**src/rtl/board_mem_writer.sv**
```systemverilog
// Queues board-position updates and writes them into the display region of BRAM.
// A bulk clear fills the whole region once every update queued before it has been written.
module board_mem_writer #(
   parameter int unsigned           WIDTH      = 16,
   parameter int unsigned           ADDR_WIDTH = 10,
   parameter logic [ADDR_WIDTH-1:0] BASE_ADDR  = 10'h100,
   parameter int unsigned           NUM_POS    = 30,
   parameter int unsigned           FIFO_DEPTH = 4
) (
   input  logic                  clk50MHz,
   input  logic                  clr,
   input  logic                  req_valid,
   output logic                  req_ready,
   input  logic [4:0]            req_index,
   input  logic [WIDTH-1:0]      req_data,
   input  logic                  clear_start,
   input  logic [WIDTH-1:0]      clear_value,
   output logic [ADDR_WIDTH-1:0] mem_addr,
   output logic [WIDTH-1:0]      mem_wdata,
   output logic                  mem_we,
   output logic                  busy,
   output logic                  clear_done,
   output logic                  err_index
);

   localparam int unsigned PW = $clog2(FIFO_DEPTH);
   localparam int unsigned CW = PW + 1;
   localparam int unsigned NW = $clog2(NUM_POS);

   typedef enum logic {IDLE, CLEAR} state_t;

   state_t                state_q, state_d;
   logic [CW-1:0]         count_q, count_d;
   logic [PW-1:0]         wr_ptr_q, wr_ptr_d, rd_ptr_q, rd_ptr_d;
   logic [4:0]            fifo_idx_q  [FIFO_DEPTH];
   logic [4:0]            fifo_idx_d  [FIFO_DEPTH];
   logic [WIDTH-1:0]      fifo_data_q [FIFO_DEPTH];
   logic [WIDTH-1:0]      fifo_data_d [FIFO_DEPTH];
   logic                  pending_q, pending_d;
   logic [WIDTH-1:0]      clr_val_q, clr_val_d;
   logic [NW-1:0]         fill_q, fill_d;
   logic [ADDR_WIDTH-1:0] mem_addr_q, mem_addr_d;
   logic [WIDTH-1:0]      mem_wdata_q, mem_wdata_d;
   logic                  mem_we_q, mem_we_d;
   logic                  done_q, done_d;
   logic                  err_q, err_d;

   logic accept, in_range, push, pop;

   assign req_ready = (count_q < CW'(FIFO_DEPTH)) && !pending_q && (state_q != CLEAR);
   assign accept    = req_valid && req_ready;
   assign in_range  = 32'(req_index) < NUM_POS;
   assign push      = accept && in_range;
   assign pop       = (state_q == IDLE) && (count_q != '0);

   always_comb begin
      state_d     = state_q;
      count_d     = count_q + CW'(push) - CW'(pop);
      wr_ptr_d    = wr_ptr_q;
      rd_ptr_d    = rd_ptr_q;
      fifo_idx_d  = fifo_idx_q;
      fifo_data_d = fifo_data_q;
      pending_d   = pending_q;
      clr_val_d   = clr_val_q;
      fill_d      = fill_q;
      mem_addr_d  = mem_addr_q;
      mem_wdata_d = mem_wdata_q;
      mem_we_d    = 1'b0;
      done_d      = 1'b0;
      err_d       = accept && !in_range;

      if (push) begin
         fifo_idx_d[wr_ptr_q]  = req_index;
         fifo_data_d[wr_ptr_q] = req_data;
         wr_ptr_d              = wr_ptr_q + 1'b1;
      end

      case (state_q)
         IDLE: begin
            if (pop) begin
               rd_ptr_d    = rd_ptr_q + 1'b1;
               mem_we_d    = 1'b1;
               mem_addr_d  = BASE_ADDR + ADDR_WIDTH'(fifo_idx_q[rd_ptr_q]);
               mem_wdata_d = fifo_data_q[rd_ptr_q];
            end else if (pending_q) begin
               state_d   = CLEAR;
               fill_d    = '0;
               pending_d = 1'b0;
            end
         end
         CLEAR: begin
            mem_we_d    = 1'b1;
            mem_addr_d  = BASE_ADDR + ADDR_WIDTH'(fill_q);
            mem_wdata_d = clr_val_q;
            if (fill_q == NW'(NUM_POS - 1)) begin
               done_d  = 1'b1;
               state_d = IDLE;
            end else begin
               fill_d = fill_q + 1'b1;
            end
         end
         default: state_d = IDLE;
      endcase

      // A pending or running clear already owns the latched value; later starts are dropped.
      if (clear_start && !pending_q && (state_q != CLEAR)) begin
         pending_d = 1'b1;
         clr_val_d = clear_value;
      end
   end

   always_ff @(posedge clk50MHz) begin
      fifo_idx_q  <= fifo_idx_d;
      fifo_data_q <= fifo_data_d;
      if (clr) begin
         state_q     <= IDLE;
         count_q     <= '0;
         wr_ptr_q    <= '0;
         rd_ptr_q    <= '0;
         pending_q   <= 1'b0;
         clr_val_q   <= '0;
         fill_q      <= '0;
         mem_addr_q  <= BASE_ADDR;
         mem_wdata_q <= '0;
         mem_we_q    <= 1'b0;
         done_q      <= 1'b0;
         err_q       <= 1'b0;
      end else begin
         state_q     <= state_d;
         count_q     <= count_d;
         wr_ptr_q    <= wr_ptr_d;
         rd_ptr_q    <= rd_ptr_d;
         pending_q   <= pending_d;
         clr_val_q   <= clr_val_d;
         fill_q      <= fill_d;
         mem_addr_q  <= mem_addr_d;
         mem_wdata_q <= mem_wdata_d;
         mem_we_q    <= mem_we_d;
         done_q      <= done_d;
         err_q       <= err_d;
      end
   end

   assign mem_addr   = mem_addr_q;
   assign mem_wdata  = mem_wdata_q;
   assign mem_we     = mem_we_q;
   assign clear_done = done_q;
   assign err_index  = err_q;
   assign busy       = (count_q != '0) || pending_q || (state_q == CLEAR) || mem_we_q;

endmodule

```
**config.mk**
```make
export PLATFORM = sky130hd
export DESIGN_NAME = board_mem_writer
export DESIGN_NICKNAME = d
export VERILOG_FILES = /design/src/rtl/board_mem_writer.sv
export SDC_FILE = /design/constraint.sdc
export NUM_CORES = 1
export LEC_CHECK = 0
export CAP_MARGIN = 20
export CORE_AREA = 3 3 108 110
export CTS_BUF_LIST = sky130_fd_sc_hd__clkbuf_4 sky130_fd_sc_hd__clkbuf_8
export CTS_CLUSTER_SIZE = 12
export DETAILED_ROUTE_END_ITERATION = 7
export DIE_AREA = 0 0 111 113
export PLACE_DENSITY = 0.78
export SKIP_CTS_REPAIR_TIMING = 1
export SLEW_MARGIN = 10
export SYNTH_ARGS = -nofsm -noshare
export SYNTH_HDL_FRONTEND = slang
export SYNTH_SLANG_ARGS = --single-unit
```
**constraint.sdc**
```tcl
create_clock -name clk50MHz -period 5.02 [get_ports clk50MHz]
set_input_delay 1.004 -clock clk50MHz [delete_from_list [all_inputs] [get_ports clk50MHz]]
set_output_delay 1.004 -clock clk50MHz [all_outputs]
set_load 0.1 [all_outputs]
```
=== After elaboration in Yosys (flattened, before gate mapping) ===
Cells that the tools add are included.

* Register bits: 143
* Bits in latches: 0
* Bits in read-only memories: 0
* Input port bits: 41
* Bits in writable memories: 0
* Memories kept: 0

* Reduce and logical (&&, ||, !) cells: 19
* Add/sub/neg operators: 7
* Divide/modulo/power cells: 0
* Bitwise gates (word level): 3
* Magnitude comparators: 5
* Muxes and demuxes: 30
* Equality and inequality tests: 7
* Shift operators: 0
* $mul: 0

{| class="wikitable"
|+ Operators by type and width
! kind !! count
|-
| $bwmux 64 || 1
|-
| $mux 16 || 4
|-
| $bmux 16 s2 || 1
|-
| $demux 16 s2 || 1
|-
| $pmux 16 s2 || 1
|-
| $mux 5 || 6
|-
| $add 9x5->10 const A || 2
|-
| $bwmux 20 || 1
|-
| $pmux 10 s2 || 1
|-
| $bmux 5 s2 || 1
|-
| $demux 5 s2 || 1
|-
| $mux 10 || 1
|-
| $pmux 5 s2 || 1
|-
| $logic_and 1x1->1 || 9
|-
| $mux 1 || 8
|-
| $ne 2x2->1 const B || 4
|-
| $ge 3x3->1 const B || 2
|-
| $not 2->3 || 2
|-
| $add 5x1->5 const B || 1
|-
| $eq 5x5->1 const B || 1
|-
| $lt 5x5->1 const B || 1
|-
| $add 2x1->2 const B || 2
|-
| $ne 2x1->1 const B || 2
|-
| $pmux 1 s2 || 2
|-
| other kinds (11) || 15
|}

=== Longest topological paths before layout ===
Gate-level depths: netlist of the first run.

* Word-level depth: 7
* Gate-level depth with buffers: 10
* Depth with buffers taken out: 9

=== Worst setup path after synthesis of the first run ===
Ideal clock, no wire load.

* Path type: register to register
* Start point: register pending_q
* End point: register count_q[2]
* Period minus slack after synthesis: 3.246 ns
* Buffers on the path: 1
* Cell stages (with the launch flop): 11
* Slack: 1.774 ns
* Data arrival time: 3.168 ns
* Path through: dfxtp_1 > nor3_2 > and3_1 > buf_2 > xor2_1 > ha_1 > inv_1 > fa_1 > xor2_1 > and2_1 > nor3_1

* Cells in the longest elaborated chain, start to end: 7

{| class="wikitable"
|+ Ends and longest elaborated chain
! item !! RTL line !! text
|-
| start: declaration || 39 || <nowiki>logic pending_q, pending_d;</nowiki>
|-
| start signal: assignment || 133 || <nowiki>pending_q <= pending_d;</nowiki>
|-
| $logic_not 1->1 || 50 || <nowiki>assign req_ready = (count_q < CW'(FIFO_DEPTH)) && !pending_q && (state_q != CLEAR);</nowiki>
|-
| $logic_and 1x1->1 (2 in series) || 50 ||
|-
| via req_ready || 13 || <nowiki>output logic req_ready,</nowiki>
|-
| $logic_and 1x1->1 || 51 || <nowiki>assign accept = req_valid && req_ready;</nowiki>
|-
| $logic_and 1x1->1 || 53 || <nowiki>assign push = accept && in_range;</nowiki>
|-
| $add 3x1->3 || 58 || <nowiki>count_d = count_q + CW'(push) - CW'(pop);</nowiki>
|-
| $sub 3x1->3 || 58 ||
|-
| end signal: assignment || 130 || <nowiki>count_q <= count_d;</nowiki>
|-
| end: declaration || 33 || <nowiki>logic [CW-1:0] count_q, count_d;</nowiki>
|}

The timed path passes the listed nets, and every way through them passes these cells.
A chain may end at the register's enable or synchronous reset.

=== Worst setup path in the final report of the first run ===
* Start point: register state_q
* End point: output busy

* Cells in the longest elaborated chain, start to end: 2

{| class="wikitable"
|+ Ends and longest elaborated chain
! item !! RTL line !! text
|-
| start: declaration || 32 || <nowiki>state_t state_q, state_d;</nowiki>
|-
| start signal: assignment || 129 || <nowiki>state_q <= state_d;</nowiki>
|-
| $logic_or 1x1->1 (2 in series) || 149 || <nowiki>assign busy = (count_q != '0) || pending_q || (state_q == CLEAR) || mem_we_q;</nowiki>
|-
| end: declaration || 21 || <nowiki>output logic busy,</nowiki>
|}

Every way passes these cells.

==> flow_summary.json, run 1 <==
{
  "required_ns": 4.02,
  "rsz0062_at_grt": "no",
  "synth_commonest_cells": "84 x edfxtp_1, 54 x dfxtp_1, 24 x and2_1",
  "r2r_slack_ns": 2.35,
  "synth_area_um2": 5370,
  "via_per_inst": 5.44,
  "path_cells": "nor3_1 > nand2_1 > clkdlybuf4s50_1",
  "antenna_left": 0,
  "whs_endpoint": "mem_wdata[12]",
  "skew_ns": 0.0117,
  "die_w_um": 111,
  "tns_ns": 0,
  "ir_worst_vdd_v": 0.000383,
  "drt_iter0_drc": 167,
  "dp_hpwl_mm": 6.67,
  "cts_tree": "done",
  "reg2reg_to": "count_q[2]",
  "synthCells": 338,
  "hold_ws_ns": 0.486,
  "status": "finished clean",
  "synthSimpleGateAreaFrac_pct": 8.89,
  "clk_path_buf_depth": 2,
  "maxSlewHeadroom_pct": 27.1,
  "cp_num_buf_inv": 1,
  "p_leak_nw": 2.28,
  "synth-seq-area-share_pct": 67.1,
  "grt_pass1_wl_mm": 16.3,
  "yosysMostFrequentCell": "edfxtp_1",
  "place_congestion": 0.722,
  "synthToLayoutAreaGrowth_pct": 21.4,
  "final_cells": 564,
  "synth-xor-area-share_pct": 0.326,
  "yosys-top-cells-area": "edfxtp_1 47%, dfxtp_1 20%, mux4_2 7.1%, a221o_1 3.9%, mux2i_1 3.0%",
  "synth_top_family_by_area": "multiplexers",
  "yosys-mux-area-fraction_pct": 12.3,
  "yosys.area.top_type": "edfxtp_1",
  "hold_start": "mem_wdata[12]",
  "numCtsBuffers": 17,
  "syn-mean-instance-area_um2": 15.9,
  "routed_wl_mm": 10.3,
  "synth_compound_area_share_pct": 5.70,
  "drc": 0,
  "synthAdderAreaFrac_pct": 2.00,
  "synth_top_area_share_pct": 46.9,
  "hold_path_depth": 1,
  "async_reset_ff_share_pct": 0,
  "grt_max_degree": 29,
  "synth_edf_count": 84,
  "portBuffers": 66,
  "io_pins": 72,
  "vias": 3067,
  "reg2reg_from": "state_q",
  "grt_use_total_pct": 16.9,
  "clk_latency_ns": 0.42,
  "grt_pass1_vias": 3224,
  "worst-slew-pin-transition_ns": 1.09,
  "p_per_area_nw_per_um2": 597,
  "finish.utilization_pct": 60.5,
  "finalCriticalPeriod_ns": 3.54,
  "fmax_mhz": 282,
  "critPathMaxStageDelay_ns": 1.13,
  "final_max_slew_viol_count": 0,
  "cp.arrival_ns": 2.54,
  "fill_cells": 780,
  "overflow": 0,
  "drive_gt1_share_pct": 15.1,
  "drv_cap": 0,
  "cts.sinks": 138,
  "antenna_found_initial": 0,
  "r2r_cells": 9,
  "critPathKind": "reg -> out",
  "cp_max_fo": 21,
  "cts_root_buffer": "clkbuf_8",
  "slowest_stage": "clkdlybuf4s50_1",
  "dp_cells": 529,
  "critPathLaunchType": "flop",
  "hold_path_class": "reg -> reg",
  "htreeDepth": 4,
  "firstDrtPassIters": 4,
  "setup_viol": 0,
  "cpLargestDelayFamily": "buffers and inverters",
  "clk_pin_slew_ns": 0.07,
  "finalNetCount": 460,
  "fin_crit_sh_pct": 70.6,
  "num_rows": 38,
  "die_area_um2": 12500,
  "hold_viol_final": 0,
  "synth-main-ff-cell": "edfxtp_1",
  "antennaDiodeCount": 0,
  "ys_types": 43,
  "die_h_um": 113,
  "ys_ff_latch": 138,
  "initial_utilization_pct": 49.8,
  "wl_per_cell_um": 18.2,
  "ys.warnings.count": 0,
  "endpoint_kind": "output port",
  "coreArea_um2": 10800
}
==> metal layers <==
layer,vias to the layer above,routed length (um),global-route usage (%)
li1,1444,-,-
met1,1521,4470,20.9
met2,89,5050,27.9
met3,13,618,5.24
met4,0,116,7.31
met5,-,0,0
==> area by class of cell <==
cell class	count	area, um2	area share (%)
Clock inverter	11	71.3	1.09
Multi-Input combinational cell	172	1600	24.5
Tap cell	140	175	2.68
Clock buffer	21	277	4.24
Timing Repair Buffer	75	776	11.9
Inverter	7	26.3	0.403
Sequential cell	138	3600	55.2
==> flip-flops by register name, indices dropped and copies added (netlist names) <==
register	cells
fifo_idx_q	20
pending_q	1
mem_wdata	16
err_index	1
fifo_data_q	64
wr_ptr_q	2
clr_val_q	16
rd_ptr_q	2
count_q	3
fill_q	5
mem_addr	5
mem_we	1
clear_done	1
state_q	1
==> through the flow <==
stage          worst slack, ns  total power [W]  cell area (um2)
2_1_floorplan             1.77          0.00278             5390
3_3_place_gp              1.69          0.00311             6110
3_5_place_dp              1.61          0.00313             6110
4_1_cts                   1.44          0.00391             6460
5_1_grt                   1.33          0.00406             6530
6_report                  1.48          0.00390             6530
==> report_power, final <==
part           switching (W)  internal [W]  leakage, nW
logic                0.00109      0.000516        0.883
registers           0.000119       0.00139         1.21
clock network       0.000402      0.000377        0.187
total                0.00161       0.00229         2.28
==> cell usage in the layout, fill, tap and decap left out, types with 2 or more instances in the layout <==
cell             netlist  layout
a21oi_1                4       4
a221o_1               21      21
a311oi_1               2       2
and2_1                24      24
buf_16                 0       2
buf_4                  8       6
clkbuf_4               0       2
clkbuf_8               0      19
clkdlybuf4s50_1        0      66
clkinv_2               0       5
clkinv_4               0       2
conb_1                 2       5
dfxtp_1               54      54
edfxtp_1              84      84
ha_1                   7       7
inv_1                  7       7
inv_4                  0       2
mux2i_1               16      16
mux4_1                 4       4
mux4_2                17      17
nand2_1                3       3
nand2b_1               2       2
nand3_1                2       2
nand4_1                4       4
nor2_1                23      23
nor2b_1                5       5
nor3_1                 8       7
nor3_2                 1       2
nor3b_2                1       2
o21ai_0                2       2
o31ai_1                3       3
or4_1                  5       5
xor2_1                 2       2
==> logic make-up (layout without fill, tap and decap cells) <==
family,count (synthesis),in the layout
flip-flops,138,138
multiplexers,38,38
XOR/XNOR,2,2
AO/OA/AOI/OAI,35,35
adder cells (fa/ha/maj),8,8
other,2,5
AND/OR/NAND/NOR,84,84
buffers and inverters,31,114
==> how the worst max path moves through the flow <==
stage | startpoint | to | slack [ns] | cells past startpoint
floorplan | pending_q | count_q[2] | 1.77 | 10
global placement | req_index[2] | fifo_data_q[58] | 1.69 | 4
detailed placement | req_index[3] | fifo_data_q[42] | 1.61 | 4
CTS | state_q | busy | 1.44 | 3
global route | state_q | busy | 1.33 | 3
finish | state_q | busy | 1.48 | 3
(Power assumes the default switching activity.)
==> run 2, diff against run 1 <==
==> constraint.sdc (replaced) <==
create_clock -name clk50MHz -period 3.6 [get_ports clk50MHz]
set_input_delay 0.72 -clock clk50MHz [delete_from_list [all_inputs] [get_ports clk50MHz]]
set_output_delay 0.72 -clock clk50MHz [all_outputs]
set_load 0.1 [all_outputs]
==> flow_summary.json, run 2 (synthesis results as in run 1) <==
{
  "slowest_stage": "clkdlybuf4s50_1",
  "required_ns": 2.88,
  "antenna_found_initial": 0,
  "via_per_inst": 5.42,
  "regMostFlops": "fifo_data_q",
  "synthToLayoutAreaGrowth_pct": 22.7,
  "tns_ns": 0,
  "ir_worst_vdd_v": 0.000463,
  "skew_ns": 0.0103,
  "hold_viol_final": 0,
  "status": "finished clean",
  "critPathMaxStageDelay_ns": 1.15,
  "coreArea_um2": 10800,
  "drc": 0,
  "fin_crit_sh_pct": 74.8,
  "firstDrtPassIters": 4,
  "place_congestion": 0.812,
  "finalCriticalPeriod_ns": 2.69,
  "hold_path_class": "reg -> reg",
  "final_max_slew_viol_count": 0,
  "die_w_um": 111,
  "layout_commonest_cell": "edfxtp_1",
  "io_pins": 72,
  "internal_power_w": 0.00344,
  "dp_slack_ns": 0.514,
  "setup_viol": 0,
  "antennaDiodeCount": 0,
  "power_frac_clock_pct": 23.8,
  "drv_cap": 0,
  "cts_root_buffer": "clkbuf_8",
  "dp_hpwl_mm": 6.66,
  "r2r_slack_ns": 1.04,
  "die_area_um2": 12500,
  "combPwrFrac_pct": 38.6,
  "path_cells": "clkdlybuf4s50_1",
  "rsz0062_at_grt": "no",
  "portBuffers": 66,
  "cts.sinks": 138,
  "cp_num_buf_inv": 1,
  "grt_use_total_pct": 17.2,
  "critPathKind": "reg -> out",
  "p_sw_w": 0.00225,
  "biggestRegsByFlops": "fifo_data_q: 64 flops, fifo_idx_q: 20 flops",
  "worst-slew-pin-transition_ns": 0.985,
  "p_per_area_nw_per_um2": 862,
  "p_seq_share_pct": 37.7,
  "grt_max_degree": 42,
  "p_leak_nw": 2.31,
  "die_h_um": 113,
  "num_rows": 38,
  "vias": 3075,
  "finalNetCount": 463,
  "drt_iter0_drc": 240,
  "initial_utilization_pct": 49.8,
  "fin_ws_ns": 0.909,
  "routed_wl_mm": 10.2,
  "endpoint_kind": "output port",
  "clk_pin_slew_ns": 0.07,
  "clk_latency_ns": 0.44,
  "cpLargestDelayFamily": "buffers and inverters",
  "fmax_mhz": 372,
  "drive_gt1_share_pct": 16.2,
  "antenna_left": 0,
  "critPathLaunchType": "flop",
  "swShare_pct": 39.5,
  "overflow": 0,
  "clk_path_buf_depth": 2,
  "wl_per_cell_um": 18.1,
  "numCtsBuffers": 17,
  "grt_pass1_vias": 3105,
  "largest_reg_flops": 64,
  "cts_tree": "done",
  "grt_pass1_wl_mm": 16.2,
  "cp_max_fo": 2,
  "htreeDepth": 4,
  "cp.arrival_ns": 1.97,
  "maxSlewHeadroom_pct": 34.1,
  "final_cell_mix": "84 x edfxtp_1, 64 x clkdlybuf4s50_1, 54 x dfxtp_1"
}
run 2: cell types whose count changed in the layout (fill, tap and decap cells not counted), sizes merged:
| cell | delta |
|---|---|
| inv | -3 |
| bufinv | +4 |
| clkdlybuf4s50 | -2 |
| buf | +5 |
| clkinvlp | +3 |
| clkinv | -3 |
| clkbuf | -1 |
run 2: worst paths after layout:
check / from / endpoint / cells after the start
worst max-delay path: mem_wdata[15] / mem_wdata[15] / 1
worst min-delay path: clr_val_q[14] / clr_val_q[14] / 2
worst max register to register: state_q / count_q[2] / 9
worst min register to register: clr_val_q[14] / clr_val_q[14] / 2
run 2: per-layer routing:
layer	track usage [%]	part of all wire, %	vias to the layer above
met5	0	0	-
met4	8.21	1.8	0
met3	5.24	6.7	14
met2	28.0	50	104
met1	21.1	42	1511
li1	-	-	1446
run 2: power by group through the flow:
stage / logic, W / registers [W] / clock network [W]
2_1_floorplan: 0.000939 / 0.00294 / 0
3_3_place_gp: 0.00214 / 0.00219 / 0
3_5_place_dp: 0.00218 / 0.00220 / 0
4_1_cts: 0.00218 / 0.00216 / 0.00138
5_1_grt: 0.00230 / 0.00218 / 0.00143
6_report: 0.00219 / 0.00214 / 0.00135
run 2: stage by stage:
| step | instances | util (%) | power (W) | hold WS (ns) | instance area [um2] |
|---|---|---|---|---|---|
| after floorplan | 341 | - | 0.00388 | 0.452 | 5390 |
| after global placement | 533 | 56.8 | 0.00433 | 0.464 | 6130 |
| after detailed placement | 534 | 56.9 | 0.00438 | 0.476 | 6140 |
| after CTS | 566 | 61.0 | 0.00572 | 0.493 | 6580 |
| after global routing | 567 | 61.1 | 0.00591 | 0.513 | 6600 |
| final | 567 | 61.1 | 0.00568 | 0.487 | 6600 |
run 2: cell type report:
class                           instances  area, um2
Fill cell                             795       4200
Sequential cell                       138       3600
Multi-Input combinational cell        172       1600
Timing Repair Buffer                   78        757
Clock buffer                           20        263
Tap cell                              140        175
Clock inverter                         12        174
Inverter                                7       26.3
